==> src/rtl/cpu_types_pkg.sv <==
// Shared CPU types: RAM handshake states, machine word and arbiter FSM states.
package cpu_types_pkg;

    typedef logic [31:0] word_t;

    typedef enum logic [1:0] {
        FREE   = 2'd0,
        BUSY   = 2'd1,
        ACCESS = 2'd2,
        ERROR  = 2'd3
    } ramstate_t;

    typedef enum logic [1:0] {
        IDLE   = 2'd0,
        DGRANT = 2'd1,
        IGRANT = 2'd2
    } arbstate_t;

endpackage

==> src/rtl/mem_arbiter.sv <==
// Single-port RAM arbiter between the icache and the dcache. One requester
// owns the RAM per transaction; simultaneous requests alternate using last_d.
// RAM ERROR responses are retried up to RETRY_MAX times, after which the
// transaction is forced complete and the sticky memerr flag is raised.
module mem_arbiter
    import cpu_types_pkg::*;
#(
    parameter int RETRY_MAX = 3
) (
    input  logic        CLK,
    input  logic        nRST,
    input  logic        iREN,
    input  logic [31:0] iaddr,
    output logic [31:0] iload,
    output logic        iwait,
    input  logic        dREN,
    input  logic        dWEN,
    input  logic [31:0] daddr,
    input  logic [31:0] dstore,
    output logic [31:0] dload,
    output logic        dwait,
    output logic        ramREN,
    output logic        ramWEN,
    output logic [31:0] ramaddr,
    output logic [31:0] ramstore,
    input  logic [31:0] ramload,
    input  logic [1:0]  ramstate,
    output logic        memerr
);

    // A zero-retry configuration still needs a one-bit counter.
    localparam int RETRY_W = (RETRY_MAX > 0) ? $clog2(RETRY_MAX + 1) : 1;
    localparam logic [RETRY_W-1:0] RETRY_LIM = RETRY_W'(RETRY_MAX);

    arbstate_t          state_q, state_d;
    logic               last_d_q, last_d_d;
    logic [RETRY_W-1:0] retry_cnt_q, retry_cnt_d;
    logic               memerr_q, memerr_d;

    ramstate_t rs;
    logic      d_req;
    logic      exhausted;
    logic      done;

    assign rs        = ramstate_t'(ramstate);
    assign d_req     = dREN | dWEN;
    assign exhausted = (rs == ERROR) && (retry_cnt_q == RETRY_LIM);
    assign done      = (rs == ACCESS) || exhausted;

    // Read data is passed straight through; it is only meaningful while the
    // matching wait is low.
    assign iload  = ramload;
    assign dload  = ramload;
    assign memerr = memerr_q;

    // Arbitration, RAM steering, wait generation and retry bookkeeping.
    always_comb begin
        state_d     = state_q;
        last_d_d    = last_d_q;
        retry_cnt_d = retry_cnt_q;
        memerr_d    = memerr_q;
        iwait       = 1'b1;
        dwait       = 1'b1;
        ramREN      = 1'b0;
        ramWEN      = 1'b0;
        ramaddr     = '0;
        ramstore    = '0;

        unique case (state_q)
            IDLE: begin
                if (d_req && iREN) begin
                    // Contention: serve whoever did not win last time.
                    state_d = last_d_q ? IGRANT : DGRANT;
                end else if (d_req) begin
                    state_d = DGRANT;
                end else if (iREN) begin
                    state_d = IGRANT;
                end
            end

            DGRANT: begin
                ramaddr  = daddr;
                ramstore = dstore;
                ramWEN   = dWEN;
                ramREN   = dREN & ~dWEN;
                if (!d_req) begin
                    // Requester walked away: abort without signalling a hit.
                    state_d     = IDLE;
                    retry_cnt_d = '0;
                end else if (done) begin
                    dwait       = 1'b0;
                    last_d_d    = 1'b1;
                    retry_cnt_d = '0;
                    state_d     = IDLE;
                    if (exhausted) begin
                        memerr_d = 1'b1;
                    end
                end else if (rs == ERROR) begin
                    retry_cnt_d = retry_cnt_q + RETRY_W'(1);
                end
            end

            IGRANT: begin
                ramaddr = iaddr;
                ramREN  = 1'b1;
                if (!iREN) begin
                    state_d     = IDLE;
                    retry_cnt_d = '0;
                end else if (done) begin
                    iwait       = 1'b0;
                    last_d_d    = 1'b0;
                    retry_cnt_d = '0;
                    state_d     = IDLE;
                    if (exhausted) begin
                        memerr_d = 1'b1;
                    end
                end else if (rs == ERROR) begin
                    retry_cnt_d = retry_cnt_q + RETRY_W'(1);
                end
            end

            default: begin
                state_d = IDLE;
            end
        endcase
    end

    // Arbiter state registers with asynchronous active-low reset.
    always_ff @(posedge CLK or negedge nRST) begin
        if (!nRST) begin
            state_q     <= IDLE;
            last_d_q    <= 1'b0;
            retry_cnt_q <= '0;
            memerr_q    <= 1'b0;
        end else begin
            state_q     <= state_d;
            last_d_q    <= last_d_d;
            retry_cnt_q <= retry_cnt_d;
            memerr_q    <= memerr_d;
        end
    end

endmodule

==> config.mk <==
export PLATFORM = sky130hd
export DESIGN_NAME = mem_arbiter
export DESIGN_NICKNAME = d
export VERILOG_FILES = /design/src/rtl/cpu_types_pkg.sv /design/src/rtl/mem_arbiter.sv
export SDC_FILE = /design/constraint.sdc
export NUM_CORES = 1
export LEC_CHECK = 0
export BUFFER_PORTS_ARGS = -buffer_cell sky130_fd_sc_hd__clkbuf_2
export CAP_MARGIN = 20
export CORE_AREA = 2 2 105 107
export DETAILED_ROUTE_END_ITERATION = 10
export DIE_AREA = 0 0 107 109
export PLACE_DENSITY = 0.58
export SLEW_MARGIN = 20
export SYNTH_ARGS = -nofsm -noshare
export SYNTH_HDL_FRONTEND = slang
export SYNTH_SLANG_ARGS = --single-unit
==> constraint.sdc <==
create_clock -name CLK -period 1.8 [get_ports CLK]
set_input_delay 0.09 -clock CLK [delete_from_list [all_inputs] [get_ports CLK]]
set_output_delay 0.09 -clock CLK [all_outputs]
set_load 0.03 [all_outputs]
==> flow_metrics.py, run 1 <==
metrics = {
    "floorplanning": {
        "initial_core_util_pct": 15.59,
        "fp.dieH_um": 109,
        "die_w_um": 107,
        "coreArea_um2": 10600,
        "row_count": 38,
        "ios": 268,
        "design.die.area_um2": 11660,
    },
    "sta": {
        "fmax_mhz": 582.2,
        "min_period_ps": 1718,
        "period_share_pct": 95.42,
        "holdWs_ps": 180.0,
        "setup_ws_ps": 82.44,
        "fin_worst_skew_ps": 2.581,
        "maxSlewHeadroom_pct": 70.30,
        "maxSlewViolCount": 0,
        "tightest_slew_ps": 439.4,
        "hold_viol": 0,
        "finalSetupViolCount": 0,
    },
    "global_routing": {
        "met3_usage_pct": 2.331,
        "gr-total-overflow": 0,
        "grtUsageMet2_pct": 16.06,
        "top_usage_layer": "met2",
        "use_met1_pct": 8.426,
        "antenna_found_initial": 0,
        "grt_pass1_wl_mm": 7.679,
        "grt_usage_pct": 8.264,
        "grt_max_degree": 40,
        "grt_pass1_vias": 1672,
    },
    "worst_setup_path": {
        "path_delay_family": "buffers and inverters",
        "crit_path_top_delay_cell": "dfrtp_2",
        "worstPathArrival_ps": 1630,
        "crit_chain": "inv_2, ha_2, buf_8, a22oi_1, nor2b_1, clkbuf_4",
        "worstSetupStartpointType": "register",
        "critical-path-max-stage-delay_ps": 430,
        "ff2ff_path_depth": 6,
        "crit_type": "reg -> out",
        "cp-endpoint": "ramaddr[28]",
        "r2r_slack_ps": 200,
        "setup.worst_path.end_class": "output port",
        "r2r_end": "state_q[1]",
        "reg2reg_from": "state_q[0]",
        "critPathLaunch": "state_q[0]",
        "worstSetupPathDepth": 6,
        "required_ps": 1710,
        "cp_max_fo": 18,
        "path_buf_inv": 3,
    },
    "yosys": {
        "dominantRegCellSynth": "dfrtp_1",
        "synthArstFlopShare_pct": 100.0,
        "yosysWarnings": 0,
        "ys_top_cells_by_area": "buf_4 30%, a22oi_1 15%, and2_1 13%",
        "synth_edf_count": 0,
        "synth_cell_types": 31,
        "avgSynthCellArea_um2": 7.281,
        "yosysTopAreaCell": "buf_4",
        "synth_top_area_share_pct": 29.52,
        "synth_compound_gate_area_share_pct": 21.80,
        "ys_seq_area_share_pct": 9.084,
        "yosys.area_share.adder_pct": 3.785,
        "synth_cells": 227,
        "synth_area_um2": 1653,
        "synth-xor-area-share_pct": 0,
        "synth-seq-cells": 6,
        "syn_nets": 367,
        "yosysMostFrequentCell": "buf_4",
        "synthMuxAreaShare_pct": 0,
        "yosys.area_share.simple_pct": 30.96,
        "synth_common_cells": "65 x buf_4, 34 x and2_1, 33 x nor2b_1, 32 x a22oi_1, 9 x clkbuf_1",
        "synth_top_family_by_area": "buffers and inverters",
    },
    "routing": {
        "wire_per_inst_um": 11.72,
        "ant_nets": 0,
        "dr.first_iter.drc_count": 83,
        "via_per_inst": 4.024,
        "drc": 0,
        "vias": 1879,
        "dr.pass1.iters": 4,
        "finalWirelength_mm": 5.473,
    },
    "clock_network": {
        "post-cts-setup-buffers": 0,
        "cts_buffers": 3,
        "clock_path_buffers": 2,
        "h-tree-depth": 1,
        "cts_sinks": 6,
        "cts_root_buffer": "clkbuf_8",
        "clk_latency_ps": 230,
        "path_clk_slew_ps": 40,
        "cts_tree": "built",
    },
    "final_layout": {
        "layout.area.seq_um2": 151.4,
        "fill_cells": 1164,
        "nNetsFinal": 469,
        "final_cells": 467,
        "antenna_cells": 0,
        "drive_above_1_share_pct": 56.88,
        "postLayoutCoreUtil_pct": 21.94,
        "syn_to_final_growth_pct": 40.73,
        "post-route-cell-area_um2": 2326,
        "multiInputGateArea_um2": 962.2,
    },
    "placement": {
        "pre_cts_ws_ps": 174.1,
        "globalplace.congestion": 0.7687,
        "place_inst": 463,
        "io_buffers": 171,
        "place.detailed.hpwl_mm": 4.658,
        "placed_area_um2": 2212,
    },
    "min_path": {
        "hold_class": "in -> out",
    },
    "job": {
        "maxCapViolCount": 0,
    },
    "power": {
        "vdd.ir_drop.worst_uv": 483.9,
        "p_leak_nw": 1.201,
        "powerDensity_nw_per_um2": 1373,
    },
    "outcome": {
        "status": "finished, final reports clean",
    },
}
[how the worst min path moves through the flow]
stage	startpoint	to	slack (ps)	cells after the start
after floorplan	nRST	last_d_q	-210	0
after global placement	nRST	retry_cnt_q[0]	-70	1
after detailed placement	nRST	retry_cnt_q[0]	-80	1
after CTS	ramload[20]	dload[20]	180	0
after global routing	ramload[15]	iload[15]	180	0
final	ramload[30]	iload[30]	180	0
[power breakdown]
group / internal, W / switching (W)
logic: 0.00108 / 0.00168
registers: 0.000178 / 0.0000434
clock network: 0.000144 / 0.0000652
total: 0.00140 / 0.00179
[what timing repair did]
item | in CTS | in global routing
pin swaps | 0 | 0
hold endpoints to repair | 6 | 0
hold buffers | 1 | 0
setup endpoints to repair | 33 | 33
resized for setup | 10 | 19
[state kept, by name (all words and copies together), names as in the netlist]
register and count:
last_d_q 1, memerr 1, retry_cnt_q 2, state_q 2
[final cells by class]
class / instances / area share (%)
flip-flops and latches: 6 / 6.509
multi-input cells: 137 / 41.37
inverters: 3 / 0.4841
repair buffers: 178 / 42.33
clock buffers: 3 / 1.775
well taps: 140 / 7.531
[metrics by stage]
step / TNS, ps / total power (W)
after detailed placement: 0 / 0.002883
final: 0 / 0.003194
after CTS: -50.57 / 0.003147
after global routing: -5.963 / 0.003444
after floorplan: 0 / 0.002325
after global placement: 0 / 0.002828
[placed cells by master, fill, tap and decap left out, types with 3 or more instances in the layout]
cell type,count
a21oi_1,4
a22oi_1,32
and2_1,34
buf_12,3
buf_2,7
clkbuf_2,154
clkbuf_4,10
clkbuf_8,3
dfrtp_1,5
nand2_1,4
nor2b_1,33
[metal layers]
metal  part of all wire (%)  up-vias
li1                       -      908
met1                     36      845
met2                     53      106
met3                    8.4       20
met4                    1.9        0
met5                      0        -
[cells by family after synthesis]
kind of cell	after synthesis
AO/OA/AOI/OAI	49
flip-flops	6
AND/OR/NAND/NOR	83
adder cells (fa/ha/maj)	5
buffers and inverters	84
No activity file was read; power rests on OpenSTA's default activity.
==> run 2, diff against run 1 <==
--- a/config.mk
+++ b/config.mk
@@ -11,6 +11,7 @@
 export DETAILED_ROUTE_END_ITERATION = 10
 export DIE_AREA = 0 0 107 109
 export PLACE_DENSITY = 0.58
+export REMOVE_ABC_BUFFERS = 1
 export SLEW_MARGIN = 20
 export SYNTH_ARGS = -nofsm -noshare
 export SYNTH_HDL_FRONTEND = slang
==> constraint.sdc (replaced) <==
create_clock -name CLK -period 1.65 [get_ports CLK]
set_input_delay 0.0825 -clock CLK [delete_from_list [all_inputs] [get_ports CLK]]
set_output_delay 0.0825 -clock CLK [all_outputs]
set_load 0.03 [all_outputs]
==> flow_metrics.py, run 2 (synthesis gave the netlist of run 1 again) <==
metrics = {
    "clock_network": {
        "cts_root_buffer": "clkbuf_8",
        "cts_buffers": 3,
        "path_clk_slew_ps": 30,
        "cts_sinks": 6,
        "h-tree-depth": 1,
        "cts_tree": "built",
        "clk_latency_ps": 220,
        "clock_path_buffers": 2,
    },
    "min_path": {
        "hp-start": "ramload[1]",
        "min_path_cells": 0,
        "hold_class": "in -> out",
        "hold_end": "dload[1]",
    },
    "routing": {
        "finalWirelength_mm": 12.33,
        "dr.pass1.iters": 4,
        "wl_met2_mm": 5.449,
        "vias": 2095,
        "dr.first_iter.drc_count": 123,
        "top_layer_used": "met5",
        "drc": 0,
        "via_per_inst": 4.439,
        "wire_per_inst_um": 26.12,
        "wl_met3_mm": 2.827,
        "routedLengthMet1_mm": 3.831,
        "ant_nets": 0,
    },
    "sta": {
        "rsz0062_at_grt": "yes",
        "setup_tns_ps": -0.3560,
        "min_period_ps": 1650,
        "fmax_mhz": 605.9,
        "maxSlewViolCount": 0,
        "setup_ws_ps": -0.3560,
        "tightest_slew_ps": 403.4,
        "finalSetupViolCount": 1,
        "fin_worst_skew_ps": 1.537,
        "maxSlewHeadroom_pct": 72.73,
        "hold_viol": 0,
        "period_share_pct": 100.0,
    },
    "final_layout": {
        "final_common_cell": "clkbuf_2",
        "layout.area.seq_um2": 150.1,
        "fill_cells": 1163,
        "multiInputGateArea_um2": 1062,
        "final_cells": 472,
        "syn_to_final_growth_pct": 68.05,
        "nNetsFinal": 474,
        "post-route-cell-area_um2": 2778,
        "antenna_cells": 0,
        "top_regs": "retry_cnt_q: 2 flops, state_q: 2 flops",
        "layout_common_cells": "108 x clkbuf_2, 31 x nor2b_1, 28 x and2_1",
        "drive_above_1_share_pct": 64.16,
    },
    "placement": {
        "globalplace.congestion": 0.9218,
        "placed_area_um2": 2205,
        "pre_cts_ws_ps": 14.19,
        "place_inst": 462,
        "place.detailed.hpwl_mm": 10.44,
        "io_buffers": 171,
    },
    "floorplanning": {
        "coreArea_um2": 10600,
        "row_count": 38,
        "fp.dieH_um": 109,
        "die_w_um": 107,
        "ios": 268,
        "initial_core_util_pct": 15.59,
        "design.die.area_um2": 11660,
    },
    "worst_setup_path": {
        "setup.worst_path.end_class": "output port",
        "reg2reg_from": "state_q[1]",
        "required_ps": 1570,
        "crit_type": "reg -> out",
        "r2r_end": "state_q[1]",
        "r2r_slack_ps": 120,
        "ff2ff_path_depth": 6,
        "worstPathArrival_ps": 1570,
        "worstSetupStartpointType": "register",
        "cp_max_fo": 11,
    },
    "outcome": {
        "status": "finished with violations",
        "violations": "negative setup slack",
    },
    "power": {
        "vdd.ir_drop.worst_uv": 450.4,
        "powerDensity_nw_per_um2": 1574,
        "p_total_w": 0.004371,
        "p_leak_nw": 1.343,
    },
    "global_routing": {
        "grt_max_degree": 28,
        "gr-total-overflow": 0,
        "grt_pass1_vias": 2137,
        "grt_pass1_wl_mm": 16.08,
        "grt_usage_pct": 19.97,
        "antenna_found_initial": 0,
    },
    "job": {
        "maxCapViolCount": 0,
    },
}
==> run 2: final cells by class <==
class | instances | area share (%)
well taps | 140 | 6.306
repair buffers | 183 | 48.15
multi-input cells | 137 | 38.24
flip-flops and latches | 6 | 5.405
clock buffers | 3 | 1.486
inverters | 3 | 0.4054
==> run 2: what timing repair did <==
| action | in CTS | in global routing |
|---|---|---|
| endpoints found under the hold margin | 6 | 0 |
| endpoints found under the setup margin | 66 | 62 |
| cloned | 2 | 1 |
| resized for setup | 64 | 104 |
| pin swaps | 1 | 2 |
| hold buffers | 1 | 0 |
| buffers inserted | 2 | 1 |
==> run 2: where the power goes <==
group          switching (W)  leakage [nW]  internal (W)  total (W)
logic                0.00217          1.25       0.00177    0.00393
clock network      0.0000587        0.0216      0.000156   0.000215
registers          0.0000298        0.0749      0.000192   0.000222
==> run 2: layer usage <==
metal  GRT usage (%)  vias up
met1           18.36      959
met4           3.247        2
met2           31.67      194
li1                -      926
met3           19.90       14
met5           6.250        -
==> run 2: worst max-delay path by stage <==
stage / startpoint / endpoint / slack, ps / cells past startpoint
floorplan: state_q[1] / memerr / -630 / 4
global placement: state_q[0] / ramaddr[0] / 30 / 6
detailed placement: state_q[0] / ramaddr[0] / 10 / 6
CTS: state_q[0] / ramREN / -10 / 7
global route: state_q[1] / ramaddr[6] / -100 / 6
finish: state_q[1] / ramaddr[11] / -0.4 / 6
==> run 2: through the flow <==
stage / util [%] / hold slack, ps
finish: 26.20 / 165.5
global route: 26.20 / 165.2
CTS: 24.36 / 166.0
detailed placement: 20.79 / -82.51
global placement: 20.79 / -84.69
floorplan: - / -213.1
==> run 2: critical path, stage by stage (launching register included) <==
cell	delay (ps)
dfrtp_1	380
buf_4	160
ha_4	200
buf_12	160
a22oi_2	230
nor2b_2	80
buf_6	140
==> run 3, diff against run 2 <==
--- a/config.mk
+++ b/config.mk
@@ -7,10 +7,10 @@
 export LEC_CHECK = 0
 export BUFFER_PORTS_ARGS = -buffer_cell sky130_fd_sc_hd__clkbuf_2
 export CAP_MARGIN = 20
-export CORE_AREA = 2 2 105 107
+export CORE_AREA = 5 5 102 104
 export DETAILED_ROUTE_END_ITERATION = 10
 export DIE_AREA = 0 0 107 109
-export PLACE_DENSITY = 0.58
+export PLACE_DENSITY = 0.63
 export REMOVE_ABC_BUFFERS = 1
 export SLEW_MARGIN = 20
 export SYNTH_ARGS = -nofsm -noshare
==> flow_metrics.py, run 3 (synthesis gave the netlist of run 1 again) <==
metrics = {
    "outcome": {
        "status": "finished with violations",
        "violations": "negative setup slack",
    },
    "clock_network": {
        "cts_root_buffer": "clkbuf_8",
        "clock_path_buffers": 2,
        "cts_buffers": 3,
        "path_clk_slew_ps": 30,
        "clk_latency_ps": 220,
        "cts_sinks": 6,
        "cts_tree": "built",
        "h-tree-depth": 1,
    },
    "final_layout": {
        "layout_common_cells": "111 x clkbuf_2, 43 x buf_4, 30 x nor2b_1",
        "nNetsFinal": 484,
        "syn_to_final_growth_pct": 75.09,
        "antenna_cells": 0,
        "drive_above_1_share_pct": 68.42,
        "final_cells": 456,
        "post-route-cell-area_um2": 2894,
        "top_regs": "retry_cnt_q: 2 flops, state_q: 2 flops",
        "final_common_cell": "clkbuf_2",
        "fill_cells": 995,
    },
    "placement": {
        "placed_area_um2": 2190,
        "io_buffers": 171,
        "place.detailed.hpwl_mm": 10.95,
        "place_inst": 440,
        "globalplace.congestion": 0.9127,
        "pre_cts_ws_ps": -2.663,
    },
    "routing": {
        "ant_nets": 0,
        "finalWirelength_mm": 13.06,
        "vias": 2122,
        "drc": 0,
        "via_per_inst": 4.654,
        "wire_per_inst_um": 28.64,
        "dr.first_iter.drc_count": 110,
        "dr.pass1.iters": 4,
    },
    "worst_setup_path": {
        "crit_path_top_delay_cell": "dfrtp_1",
        "cp_common_cell": "buf_4",
        "worstPathArrival_ps": 1570,
        "worstSetupStartpointType": "register",
        "setup.worst_path.end_class": "output port",
        "crit_type": "reg -> out",
        "critPathLaunch": "state_q[1]",
        "reg2reg_from": "state_q[1]",
        "required_ps": 1570,
        "cp_max_fo": 8,
        "critical-path-max-stage-delay_ps": 380,
        "crit_chain": "buf_4, ha_4, buf_8, a22oi_2, nor2b_1, buf_4",
    },
    "sta": {
        "maxSlewHeadroom_pct": 66.91,
        "tightest_slew_ps": 489.5,
        "maxSlewViolCount": 0,
        "fmax_mhz": 603.6,
        "rsz0062_at_grt": "yes",
        "finalSetupViolCount": 1,
        "fin_worst_skew_ps": 0.7739,
        "min_period_ps": 1657,
        "hold_viol": 0,
        "setup_ws_ps": -6.662,
        "period_share_pct": 100.4,
        "holdWs_ps": 165.4,
    },
    "global_routing": {
        "antenna_found_initial": 0,
        "grt_pass1_wl_mm": 16.44,
        "grt_usage_pct": 20.44,
        "grt_max_degree": 29,
        "gr-total-overflow": 0,
        "grt_pass1_vias": 2259,
    },
    "floorplanning": {
        "initial_core_util_pct": 17.47,
        "row_count": 36,
        "design.die.area_um2": 11660,
        "die_w_um": 107,
        "coreArea_um2": 9459,
        "ios": 268,
        "fp.dieH_um": 109,
    },
    "min_path": {
        "hp-start": "ramload[0]",
        "hold_class": "in -> out",
    },
    "power": {
        "p_total_w": 0.004778,
        "powerDensity_nw_per_um2": 1651,
        "intPower_w": 0.002361,
        "sequentialPowerShare_pct": 4.7,
        "p_leak_nw": 1.400,
        "swShare_pct": 50.57,
        "net-switching-power_w": 0.002416,
        "pwr-share-clk_pct": 4.5,
        "comb_power_share_pct": 90.7,
        "vdd.ir_drop.worst_uv": 792.9,
    },
    "job": {
        "maxCapViolCount": 0,
    },
}
[run 3: cell count changes in the layout (fill, tap and decap cells not counted), sizes merged]
cell / change
buf: +26
bufbuf: -1
clkbuf: -15
[run 3: area by class of cell]
class,instances,area (µm²),area share (%)
Timing Repair Buffer,193,1431,49.46
Sequential cell,6,150.1,5.188
Multi-Input combinational cell,137,1117,38.61
Tap cell,114,142.6,4.929
Inverter,3,11.26,0.3891
Clock buffer,3,41.29,1.427
[run 3: per-stage QoR]
| step | TNS (ps) | utilization, % |
|---|---|---|
| after floorplan | -36310 | - |
| after global placement | 0 | 23.15 |
| after detailed placement | -2.663 | 23.15 |
| after CTS | -51.21 | 27.66 |
| after global routing | -1120 | 30.60 |
| final | -6.662 | 30.60 |
[run 3: worst max-delay path: cells and delay by family, from the launching register on]
family | cells | cell delay (ps)
AOI/OAI and AO/OA | 1 | 210
and+or+nand+nor | 1 | 80
DFF | 1 | 380
adders and majority gates | 1 | 190
buffers and inverters | 3 | 480
[run 3: worst paths after layout]
check / endpoint / slack, ps / depth (start not counted)
worst max register to register: memerr / 70 / 5
min in group asynchronous: last_d_q / 220 / 2
worst min-delay path: dload[0] / 170 / 0
worst max-delay path: ramaddr[13] / -7 / 6
max in group asynchronous: retry_cnt_q[0] / 1280 / 2
worst min register to register: memerr / 500 / 1
[run 3: routing by layer]
metal	wire length (µm)	track usage, %
met1	4011	17.94
met2	5461	30.71
met3	3101	22.56
met4	402	5.753
met5	81	5.357
[run 3: what timing repair did]
item	in CTS	in global routing
gates resized for setup	76	125
setup buffers	5	3
hold buffers	1	0
endpoints found under the hold margin	6	0
gates cloned	2	2
pin swaps	2	6
endpoints found under the setup margin	64	57
[run 3: power by group through the flow]
stage,registers [W],logic [W],clock network [W]
floorplan,0.000232,0.00191,0
global placement,0.000228,0.00301,0
detailed placement,0.000232,0.00307,0
CTS,0.000223,0.00378,0.000223
global route,0.000228,0.00460,0.000230
finish,0.000226,0.00434,0.000216
